`src/rtl/text_banner_rom_if.sv`:
```
// Banner text request/response bundle between the character address generator and the banner ROM.
// master drives the column/message request; slave returns the registered character code.
interface text_banner_rom_if #(
  parameter int COLS      = 16,
  parameter int MSG_COUNT = 4
);
  localparam int COL_W = (COLS > 1) ? $clog2(COLS) : 1;
  localparam int MSG_W = (MSG_COUNT > 1) ? $clog2(MSG_COUNT) : 1;

  logic             frame_tick;
  logic [MSG_W-1:0] msg_sel;
  logic             blink_en;
  logic [COL_W-1:0] char_x;
  logic [6:0]       char_code;
  logic [MSG_W-1:0] msg_active;

  modport master (
    output frame_tick, msg_sel, blink_en, char_x,
    input  char_code, msg_active
  );

  modport slave (
    input  frame_tick, msg_sel, blink_en, char_x,
    output char_code, msg_active
  );
endinterface

```
`src/rtl/text_banner_rom.sv`:
```
// Registered multi-message banner text source with frame-synchronous message switch and blinking.
// Define TEXT_BANNER_SCROLL_EN to rotate the text left one column every SCROLL_FRAMES frames.
module text_banner_rom #(
  parameter int COLS          = 16,
  parameter int MSG_COUNT     = 4,
  parameter int BLINK_FRAMES  = 30,
  parameter int SCROLL_FRAMES = 8
) (
  input  logic              clk,
  input  logic              reset_n,
  text_banner_rom_if.slave  bus
);
  localparam int COL_W   = (COLS > 1) ? $clog2(COLS) : 1;
  localparam int MSG_W   = (MSG_COUNT > 1) ? $clog2(MSG_COUNT) : 1;
  localparam int BLINK_W = (BLINK_FRAMES > 1) ? $clog2(BLINK_FRAMES) : 1;

  localparam logic [6:0]   BLANK = 7'h20;
  localparam logic [127:0] MSG0  = "START       GAME";
  localparam logic [127:0] MSG1  = "PLAYER 1 WINS!  ";
  localparam logic [127:0] MSG2  = "PLAYER 2 WINS!  ";
  localparam logic [127:0] MSG3  = "PAUSED          ";

  logic [6:0]         r_char_code;
  logic [MSG_W-1:0]   r_msg_active;
  logic [BLINK_W-1:0] r_blink_cnt;
  logic               r_blink_vis;

  logic               w_restart;
  logic [COL_W-1:0]   w_scroll_off;
  logic [COL_W:0]     w_sum;
  logic [COL_W:0]     w_col;
  logic               w_x_oob;
  logic               w_hide;
  logic [6:0]         w_glyph;

  // Stored strings are 16 characters; anything past that, or an unknown id, reads blank.
  function automatic logic [6:0] f_glyph(input logic [MSG_W-1:0] msg, input logic [COL_W:0] col);
    logic [127:0] row;
    int unsigned  c;
    row = {16{8'h20}};
    if (int'(msg) < MSG_COUNT) begin
      case (int'(msg))
        0:       row = MSG0;
        1:       row = MSG1;
        2:       row = MSG2;
        3:       row = MSG3;
        default: row = {16{8'h20}};
      endcase
    end
    c = int'(col);
    if (c < 16) return row[8*(15-c) +: 7];
    return BLANK;
  endfunction

  assign w_restart = bus.frame_tick && (bus.msg_sel != r_msg_active);

  always_ff @(posedge clk or negedge reset_n) begin
    if (!reset_n) begin
      r_msg_active <= '0;
    end else if (w_restart) begin
      r_msg_active <= bus.msg_sel;
    end
  end

  always_ff @(posedge clk or negedge reset_n) begin
    if (!reset_n) begin
      r_blink_cnt <= '0;
      r_blink_vis <= 1'b1;
    end else if (w_restart) begin
      r_blink_cnt <= '0;
      r_blink_vis <= 1'b1;
    end else if (bus.frame_tick) begin
      if (r_blink_cnt == BLINK_W'(BLINK_FRAMES - 1)) begin
        r_blink_cnt <= '0;
        r_blink_vis <= ~r_blink_vis;
      end else begin
        r_blink_cnt <= r_blink_cnt + 1'b1;
      end
    end
  end

`ifdef TEXT_BANNER_SCROLL_EN
  localparam int SCROLL_W = (SCROLL_FRAMES > 1) ? $clog2(SCROLL_FRAMES) : 1;

  logic [SCROLL_W-1:0] r_scroll_cnt;
  logic [COL_W-1:0]    r_scroll_off;

  always_ff @(posedge clk or negedge reset_n) begin
    if (!reset_n) begin
      r_scroll_cnt <= '0;
      r_scroll_off <= '0;
    end else if (w_restart) begin
      r_scroll_cnt <= '0;
      r_scroll_off <= '0;
    end else if (bus.frame_tick) begin
      if (r_scroll_cnt == SCROLL_W'(SCROLL_FRAMES - 1)) begin
        r_scroll_cnt <= '0;
        r_scroll_off <= (r_scroll_off == COL_W'(COLS - 1)) ? '0 : r_scroll_off + 1'b1;
      end else begin
        r_scroll_cnt <= r_scroll_cnt + 1'b1;
      end
    end
  end

  assign w_scroll_off = r_scroll_off;
`else
  assign w_scroll_off = '0;
`endif

  // Modular wrap by subtraction keeps non-power-of-2 row widths correct.
  always_comb begin
    w_sum = {1'b0, bus.char_x} + {1'b0, w_scroll_off};
    w_col = (w_sum >= (COL_W+1)'(COLS)) ? w_sum - (COL_W+1)'(COLS) : w_sum;
  end

  assign w_x_oob = ({1'b0, bus.char_x} >= (COL_W+1)'(COLS));
  assign w_hide  = bus.blink_en && !r_blink_vis;
  assign w_glyph = f_glyph(r_msg_active, w_col);

  always_ff @(posedge clk or negedge reset_n) begin
    if (!reset_n) begin
      r_char_code <= BLANK;
    end else begin
      r_char_code <= (w_x_oob || w_hide) ? BLANK : w_glyph;
    end
  end

  assign bus.char_code  = r_char_code;
  assign bus.msg_active = r_msg_active;
endmodule

```
`src/flat_wrapper.sv`:
```
// flat-port wrapper written by rule: the top's interface ports become plain ports
module text_banner_rom_flat 
#(
  parameter int COLS          = 16,
  parameter int MSG_COUNT     = 4,
  parameter int BLINK_FRAMES  = 30,
  parameter int SCROLL_FRAMES = 8
)
  (clk, reset_n, bus_frame_tick, bus_msg_sel, bus_blink_en, bus_char_x, bus_char_code, bus_msg_active);
  text_banner_rom_if #(.COLS(COLS), .MSG_COUNT(MSG_COUNT)) bus_i ();
  input  logic clk;
  input  logic reset_n;
  input wire logic [$bits(bus_i.frame_tick)-1:0] bus_frame_tick;
  input wire logic [$bits(bus_i.msg_sel)-1:0] bus_msg_sel;
  input wire logic [$bits(bus_i.blink_en)-1:0] bus_blink_en;
  input wire logic [$bits(bus_i.char_x)-1:0] bus_char_x;
  output wire logic [$bits(bus_i.char_code)-1:0] bus_char_code;
  output wire logic [$bits(bus_i.msg_active)-1:0] bus_msg_active;
  assign bus_i.frame_tick = bus_frame_tick;
  assign bus_i.msg_sel = bus_msg_sel;
  assign bus_i.blink_en = bus_blink_en;
  assign bus_i.char_x = bus_char_x;
  assign bus_char_code = bus_i.char_code;
  assign bus_msg_active = bus_i.msg_active;
  text_banner_rom #(.COLS(COLS), .MSG_COUNT(MSG_COUNT), .BLINK_FRAMES(BLINK_FRAMES), .SCROLL_FRAMES(SCROLL_FRAMES)) u_core (.clk(clk), .reset_n(reset_n), .bus(bus_i));
endmodule
```
`config.mk`:
```
export PLATFORM = sky130hd
export DESIGN_NAME = text_banner_rom_flat
export DESIGN_NICKNAME = d
export VERILOG_FILES = /design/src/rtl/text_banner_rom_if.sv /design/src/rtl/text_banner_rom.sv /design/src/flat_wrapper.sv
export SDC_FILE = /design/constraint.sdc
export NUM_CORES = 1
export LEC_CHECK = 0
export BUFFER_PORTS_ARGS = -buffer_cell sky130_fd_sc_hd__buf_2
export CORE_ASPECT_RATIO = 1.4
export CORE_MARGIN = 4
export CORE_UTILIZATION = 55
export CTS_BUF_LIST = sky130_fd_sc_hd__clkbuf_8
export DETAILED_ROUTE_END_ITERATION = 6
export PLACE_DENSITY = 0.78
export SLEW_MARGIN = 5
export SYNTH_ARGS = -nofsm -noshare
export SYNTH_HDL_FRONTEND = slang
export SYNTH_SLANG_ARGS = --single-unit
```
`constraint.sdc`:
```
create_clock -name clk -period 2.1 [get_ports clk]
set_input_delay 0.105 -clock clk [delete_from_list [all_inputs] [get_ports clk]]
set_output_delay 0.105 -clock clk [all_outputs]
set_load 0.01 [all_outputs]
```
==> run summary, run 1 <==
status -> completed
switching fraction of total power -> 0.304
CP endpoint kind -> flip-flop
Synth top area share -> 0.314
startpoint types -> flip-flop
sw power -> 0.233 mW
post-DR vias/cell -> 6.00
clk sinks -> 15
final core utilization -> 0.661
Pint -> 0.533 mW
unrepaired setup endpoints after global routing -> no
I/O Buffers -> 18
pin count of the biggest net entering global routing -> 18
first-pass GRT wire length -> 3.85 mm
max-slew violations -> 0
Area contributors post-synth -> dfrtp_1, ha_1, dfstp_2, nand2_1, o21ai_0
top-count cell post-synth -> nand2_1
Syn Nets -> 138
Area Overhead vs Synth -> 13.4%
synth unique cells -> 34
clock period minus worst slack -> 1780 ps
CP delay by family, top -> simple AND/OR/NAND/NOR gates
hold crit path type -> in2reg
TNS Setup -> 0 ps
Worst Max-Slew Pin Slew -> 432 ps
max-cap viol count -> 0
Cell Chain, Critical Path -> inv_1 > ha_1 > nand2b_1 > o21ai_0 > a31oi_1 > nor4_1
register bit total from synthesis -> 15
Yosys top cell by area -> dfrtp_1
Placed Area -> 1120 um^2
Post-Synthesis Cells -> 120
WL per Instance -> 14.8 um
Peak supply drop -> 0.000413 V
routed wire length -> 2.32 mm
clock latency on the worst-skew pair -> 240 ps
Multi-input gate area -> 606 um^2
fin crit share -> 0.846
number of flops mapped to enable cells by yosys -> 0
total CTS buffers -> 3
layout cells sized above 1 -> 0.212
Arrival @ worst endpoint -> 1900 ps
core outline area -> 1780 um^2
Min Hold Slack -> 92.1 ps
die height -> 59.4 um
Most used DFF post-synth -> dfrtp_1
Req. time, crit path -> 2220 ps
Initial Utilization -> 0.583
Bufs and invs on worst path -> 1
sequential area share after synthesis -> 0.364
Slew headroom -> 0.710
Mean Syn Cell Area -> 8.64 um^2
Gate power share -> 0.264
grt ovf -> 0
DP HPWL -> 1.78 mm
maximum level of the CTS H-tree -> 1
gp weighted congestion -> 0.931
clock share of power -> 0.290
drt pass-1 iters -> 4
num rows -> 18
Crit Path Class -> reg2reg
fin nets -> 156
placed cells -> 152
Synth warnings -> 0
flop2flop setup slack -> 320 ps
Die X-Extent -> 44.7 um
pwr/cell area -> 651 nW/um^2
# IOs -> 19
fin area -> 1180 um^2
Max Clk Rate -> 563 MHz
initial antenna violation count -> 0
Crit-path slowest cell -> dfrtp_1
Synth top cells by count -> nand2_1, dfrtp_1, o21ai_0
Post-DRT Antenna Nets -> 0
CTS tree -> done
Iter 0 DRT Violations -> 39
via count -> 942
fin cells -> 157
DRC Markers -> 0
Mapped Area -> 1040 um^2
Setup violations, final -> 0
clock slew seen by the registers of the worst setup and hold paths -> 60 ps
clk_skew -> 1.76 ps
Tot GR Track Use -> 0.199
total setup buffers inserted after CTS -> 0
Hold Vio Cnt, Final -> 0
Max stage delay on crit path -> 440 ps
Max Buffers Root-to-Sink -> 2
Sequential Area -> 378 um^2
# fillers -> 144
Worst Path Max Fanout -> 6
asr flop ratio synth -> 1.00
Lkg Pwr -> 0.551 nW
vias in the first global route -> 904
die area -> 2650 um^2
Root Driver -> clkbuf_8
Ant. Diodes -> 0
share of power burned in registers -> 0.446
## cells by family after synthesis
family                   count (synthesis)  share of synthesized area
multiplexers                             1                    0.00965
AND/OR/NAND/NOR                         48                      0.238
adder cells (fa/ha/maj)                  8                     0.0965
buffers and inverters                   12                     0.0519
flip-flops                              15                      0.364
AO/OA/AOI/OAI                           32                      0.206
XOR/XNOR                                 4                     0.0338
## metrics by stage
stage | setup slack, ps | power, mW
after detailed placement | 423 | 0.545
final | 324 | 0.766
after global routing | 103 | 0.809
after CTS | 329 | 0.767
after global placement | 518 | 0.537
after floorplan | 548 | 0.480
## cell type report
cell class	count	area share
Timing Repair Buffer	19	0.0851
Clock inverter	1	0.00319
Inverter	6	0.0191
Clock buffer	3	0.0351
Multi-Input combinational cell	93	0.515
Sequential cell	15	0.321
Tap cell	20	0.0213
## timing repair
item | in CTS | in global routing
gates resized for setup | 0 | 0
hold endpoints to repair | 13 | 0
hold buffers | 1 | 0
## state kept, by name, summed over array words and instances, names as in the netlist
name,count
u_core.bus.char_code,7
u_core.r_blink_cnt,5
u_core.r_blink_vis,1
u_core.bus.msg_active,2
## layout by cell type (no fill, tap or decap), types with 4 or more instances in the layout
cell | synthesis | layout
ha_1 | 8 | 8
buf_2 | 4 | 18
nand2b_1 | 7 | 7
nand2_1 | 14 | 14
a21oi_1 | 8 | 8
xnor2_1 | 4 | 4
nand3_1 | 6 | 6
dfrtp_1 | 13 | 13
inv_1 | 6 | 7
o21ai_0 | 9 | 9
nor2_1 | 8 | 8
## per-layer routing
layer  share of wire  track usage  routed length [um]
met5               0            0                   0
met4           0.015        0.103                  36
met3           0.040       0.0182                  92
met2            0.53        0.351                1240
met1            0.41        0.231                 958
## worst min-delay path: stages
cell     delay (ps)
buf_2            90
nand2_1          40
o21ai_0          60
## path summary, 6_finish.rpt
check,start,endpoint,cells after the start
worst max-delay path,u_core.bus.msg_active[1]$_DFFE_PN0P_,u_core.bus.char_code[0]$_DFF_PN0_,6
worst min-delay path,bus_msg_sel[1],u_core.bus.msg_active[1]$_DFFE_PN0P_,3
worst max register to register,u_core.bus.msg_active[1]$_DFFE_PN0P_,u_core.bus.char_code[0]$_DFF_PN0_,6
worst min register to register,u_core.r_blink_vis$_DFFE_PN1P_,u_core.r_blink_vis$_DFFE_PN1P_,2
max in group asynchronous,reset_n,u_core.bus.char_code[5]$_DFF_PN1_,2
min in group asynchronous,reset_n,u_core.r_blink_cnt[2]$_DFFE_PN0P_,2
## power groups by stage
| stage | Combinational [mW] | Clock (mW) | Sequential (mW) |
|---|---|---|---|
| after floorplan | 0.126 | 0 | 0.354 |
| after global placement | 0.193 | 0 | 0.345 |
| after detailed placement | 0.198 | 0 | 0.346 |
| after CTS | 0.202 | 0.224 | 0.341 |
| after global routing | 0.224 | 0.238 | 0.347 |
| final | 0.202 | 0.222 | 0.341 |
(Power assumes the default switching activity.)
==> inputs of run 2 (changes only) <==
==> constraint.sdc (replaced) <==
create_clock -name clk -period 1.86 [get_ports clk]
set_input_delay 0.093 -clock clk [delete_from_list [all_inputs] [get_ports clk]]
set_output_delay 0.093 -clock clk [all_outputs]
set_load 0.01 [all_outputs]
==> run 2 against run 1 <==
  * Sequential share of layout area barely moved
  * Highest routed layer unchanged
  * Critical endpoint unchanged
  * Worst hold slack worse by 12 ps
  * Clock skew grew 1.6 ps
  * First-iteration DRC count decreased by 26%
==> run summary, run 2 (synthesis gave the netlist of run 1 again) <==
status -> completed
clock period minus worst slack -> 1670 ps (-109 ps)
num rows -> 18 (unchanged)
placed cells -> 152 (unchanged)
Root Driver -> clkbuf_8
Worst Path Max Fanout -> 6 (unchanged)
WL met2 -> 1.26 mm (+1.5%)
Max Clk Rate -> 600 MHz (+6.6%)
max-slew violations -> 0 (unchanged)
unrepaired setup endpoints after global routing -> no
Req. time, crit path -> 2000 ps (-220 ps)
pwr/cell area -> 731 nW/um^2 (+12%)
vias in the first global route -> 904 (unchanged)
fin nets -> 156 (unchanged)
maximum level of the CTS H-tree -> 1 (unchanged)
Setup violations, final -> 0 (unchanged)
fin cells -> 157 (unchanged)
Pint -> 0.604 mW (+13%)
Placed Area -> 1120 um^2 (unchanged)
die area -> 2650 um^2 (unchanged)
startpoint types -> flip-flop
clk_skew -> 3.37 ps (+1.60 ps)
fin crit share -> 0.896 (+0.0503)
Max Buffers Root-to-Sink -> 2 (unchanged)
grt ovf -> 0 (unchanged)
final core utilization -> 0.666 (+0.00492)
highest routed layer -> met4
core outline area -> 1780 um^2 (unchanged)
hold crit path type -> in2reg
CP endpoint kind -> flip-flop
Largest register FFs -> 7 (unchanged)
Die X-Extent -> 44.7 um (unchanged)
routed wire length -> 2.39 mm (+2.7%)
first-pass GRT wire length -> 3.85 mm (unchanged)
clock share of power -> 0.287 (-0.003)
Arrival @ worst endpoint -> 1810 ps (-90 ps)
die height -> 59.4 um (unchanged)
Lkg Pwr -> 0.550 nW (-0.17%)
switching fraction of total power -> 0.303 (-0.000595)
Crit Path Class -> reg2reg
Overall Power -> 0.867 mW (+13%)
fin area -> 1180 um^2 (+0.74%)
via count -> 953 (+1.2%)
met3 wire len -> 103 um (+12%)
sw power -> 0.263 mW (+13%)
post-DR vias/cell -> 6.07 (+1.2%)
I/O Buffers -> 18 (unchanged)
share of power burned in registers -> 0.446 (about the same)
clk sinks -> 15 (unchanged)
DP HPWL -> 1.78 mm (unchanged)
setup ws final -> 194 ps (-131 ps)
drt pass-1 iters -> 4 (unchanged)
most frequent cells in the layout -> buf_2, nand2_1, dfrtp_1
M1 WL -> 983 um (+2.6%)
most common cell after layout, fill and taps aside -> buf_2
Slew headroom -> 0.708 (-0.00169)
Ant. Diodes -> 0 (unchanged)
max-cap viol count -> 0 (unchanged)
Initial Utilization -> 0.583 (unchanged)
layout cells sized above 1 -> 0.234 (+0.0219)
Area Overhead vs Synth -> 14.2%
TNS Setup -> 0 ps (unchanged)
Tot GR Track Use -> 0.199 (unchanged)
Gate power share -> 0.267 (+0.003)
initial antenna violation count -> 0 (unchanged)
pin count of the biggest net entering global routing -> 18 (unchanged)
WL per Instance -> 15.2 um (+2.7%)
Iter 0 DRT Violations -> 29 (-26%)
CTS tree -> done
gp weighted congestion -> 0.931 (unchanged)
clock latency on the worst-skew pair -> 240 ps (about the same)
# IOs -> 19 (unchanged)
Post-DRT Antenna Nets -> 0 (unchanged)
clock slew seen by the registers of the worst setup and hold paths -> 60 ps (about the same)
total CTS buffers -> 3 (unchanged)
Worst Max-Slew Pin Slew -> 435 ps (+2.51 ps)
Post-Place Worst Slack -> 183 ps (-240 ps)
DRC Markers -> 0 (unchanged)
Peak supply drop -> 0.000481 V (+17%)
Hold Vio Cnt, Final -> 0 (unchanged)
Min Hold Slack -> 79.8 ps (-12.3 ps)
## run 2: worst paths after layout
path                                                            from                                    to  slack, ps  cells past startpoint
worst max register to register  u_core.bus.msg_active[0]$_DFFE_PN0P_     u_core.bus.char_code[0]$_DFF_PN0_        190                      6
worst min register to register        u_core.r_blink_vis$_DFFE_PN1P_        u_core.r_blink_vis$_DFFE_PN1P_        540                      2
max in group asynchronous                                    reset_n     u_core.bus.char_code[5]$_DFF_PN1_       1280                      2
worst min-delay path                                  bus_msg_sel[1]  u_core.bus.msg_active[1]$_DFFE_PN0P_         80                      3
min in group asynchronous                                    reset_n     u_core.r_blink_cnt[2]$_DFFE_PN0P_        280                      2
worst max-delay path            u_core.bus.msg_active[0]$_DFFE_PN0P_     u_core.bus.char_code[0]$_DFF_PN0_        190                      6
## run 2: repair_timing
| action | CTS | global route |
|---|---|---|
| endpoints found under the setup margin | 0 | 1 |
| buffers inserted | 0 | 0 |
| hold buffers | 1 | 0 |
| hold endpoints to repair | 13 | 0 |
| gates resized for setup | 0 | 3 |
## run 2: area by class of cell
cell class / count / area, um^2
sequential: 15 / 380
clock buffer: 3 / 41.3
clock inverter: 1 / 3.75
fill: 143 / 594
inverter: 6 / 22.5
tap: 20 / 25.0
timing repair buffer: 19 / 100
multi-input combinational: 93 / 612
## run 2: critical path: stages (launching register included)
cell,delay (ps)
dfrtp_2,410
inv_1,100
ha_1,370
nand2b_1,130
o21ai_0,180
a31oi_1,80
nor4_2,280
## run 2: power by group through the flow
| stage | combinational, mW | sequential, mW | clock (mW) |
|---|---|---|---|
| finish | 0.231 | 0.386 | 0.249 |
| global route | 0.255 | 0.393 | 0.269 |
| CTS | 0.228 | 0.385 | 0.252 |
| detailed placement | 0.224 | 0.391 | 0 |
| global placement | 0.217 | 0.389 | 0 |
| floorplan | 0.142 | 0.400 | 0 |
## run 2: per-layer routing
layer / GRT usage / vias to the layer above
met4: 0.103 / 0
met5: 0 / -
met2: 0.351 / 35
met3: 0.0182 / 6
met1: 0.231 / 451
li1: - / 461
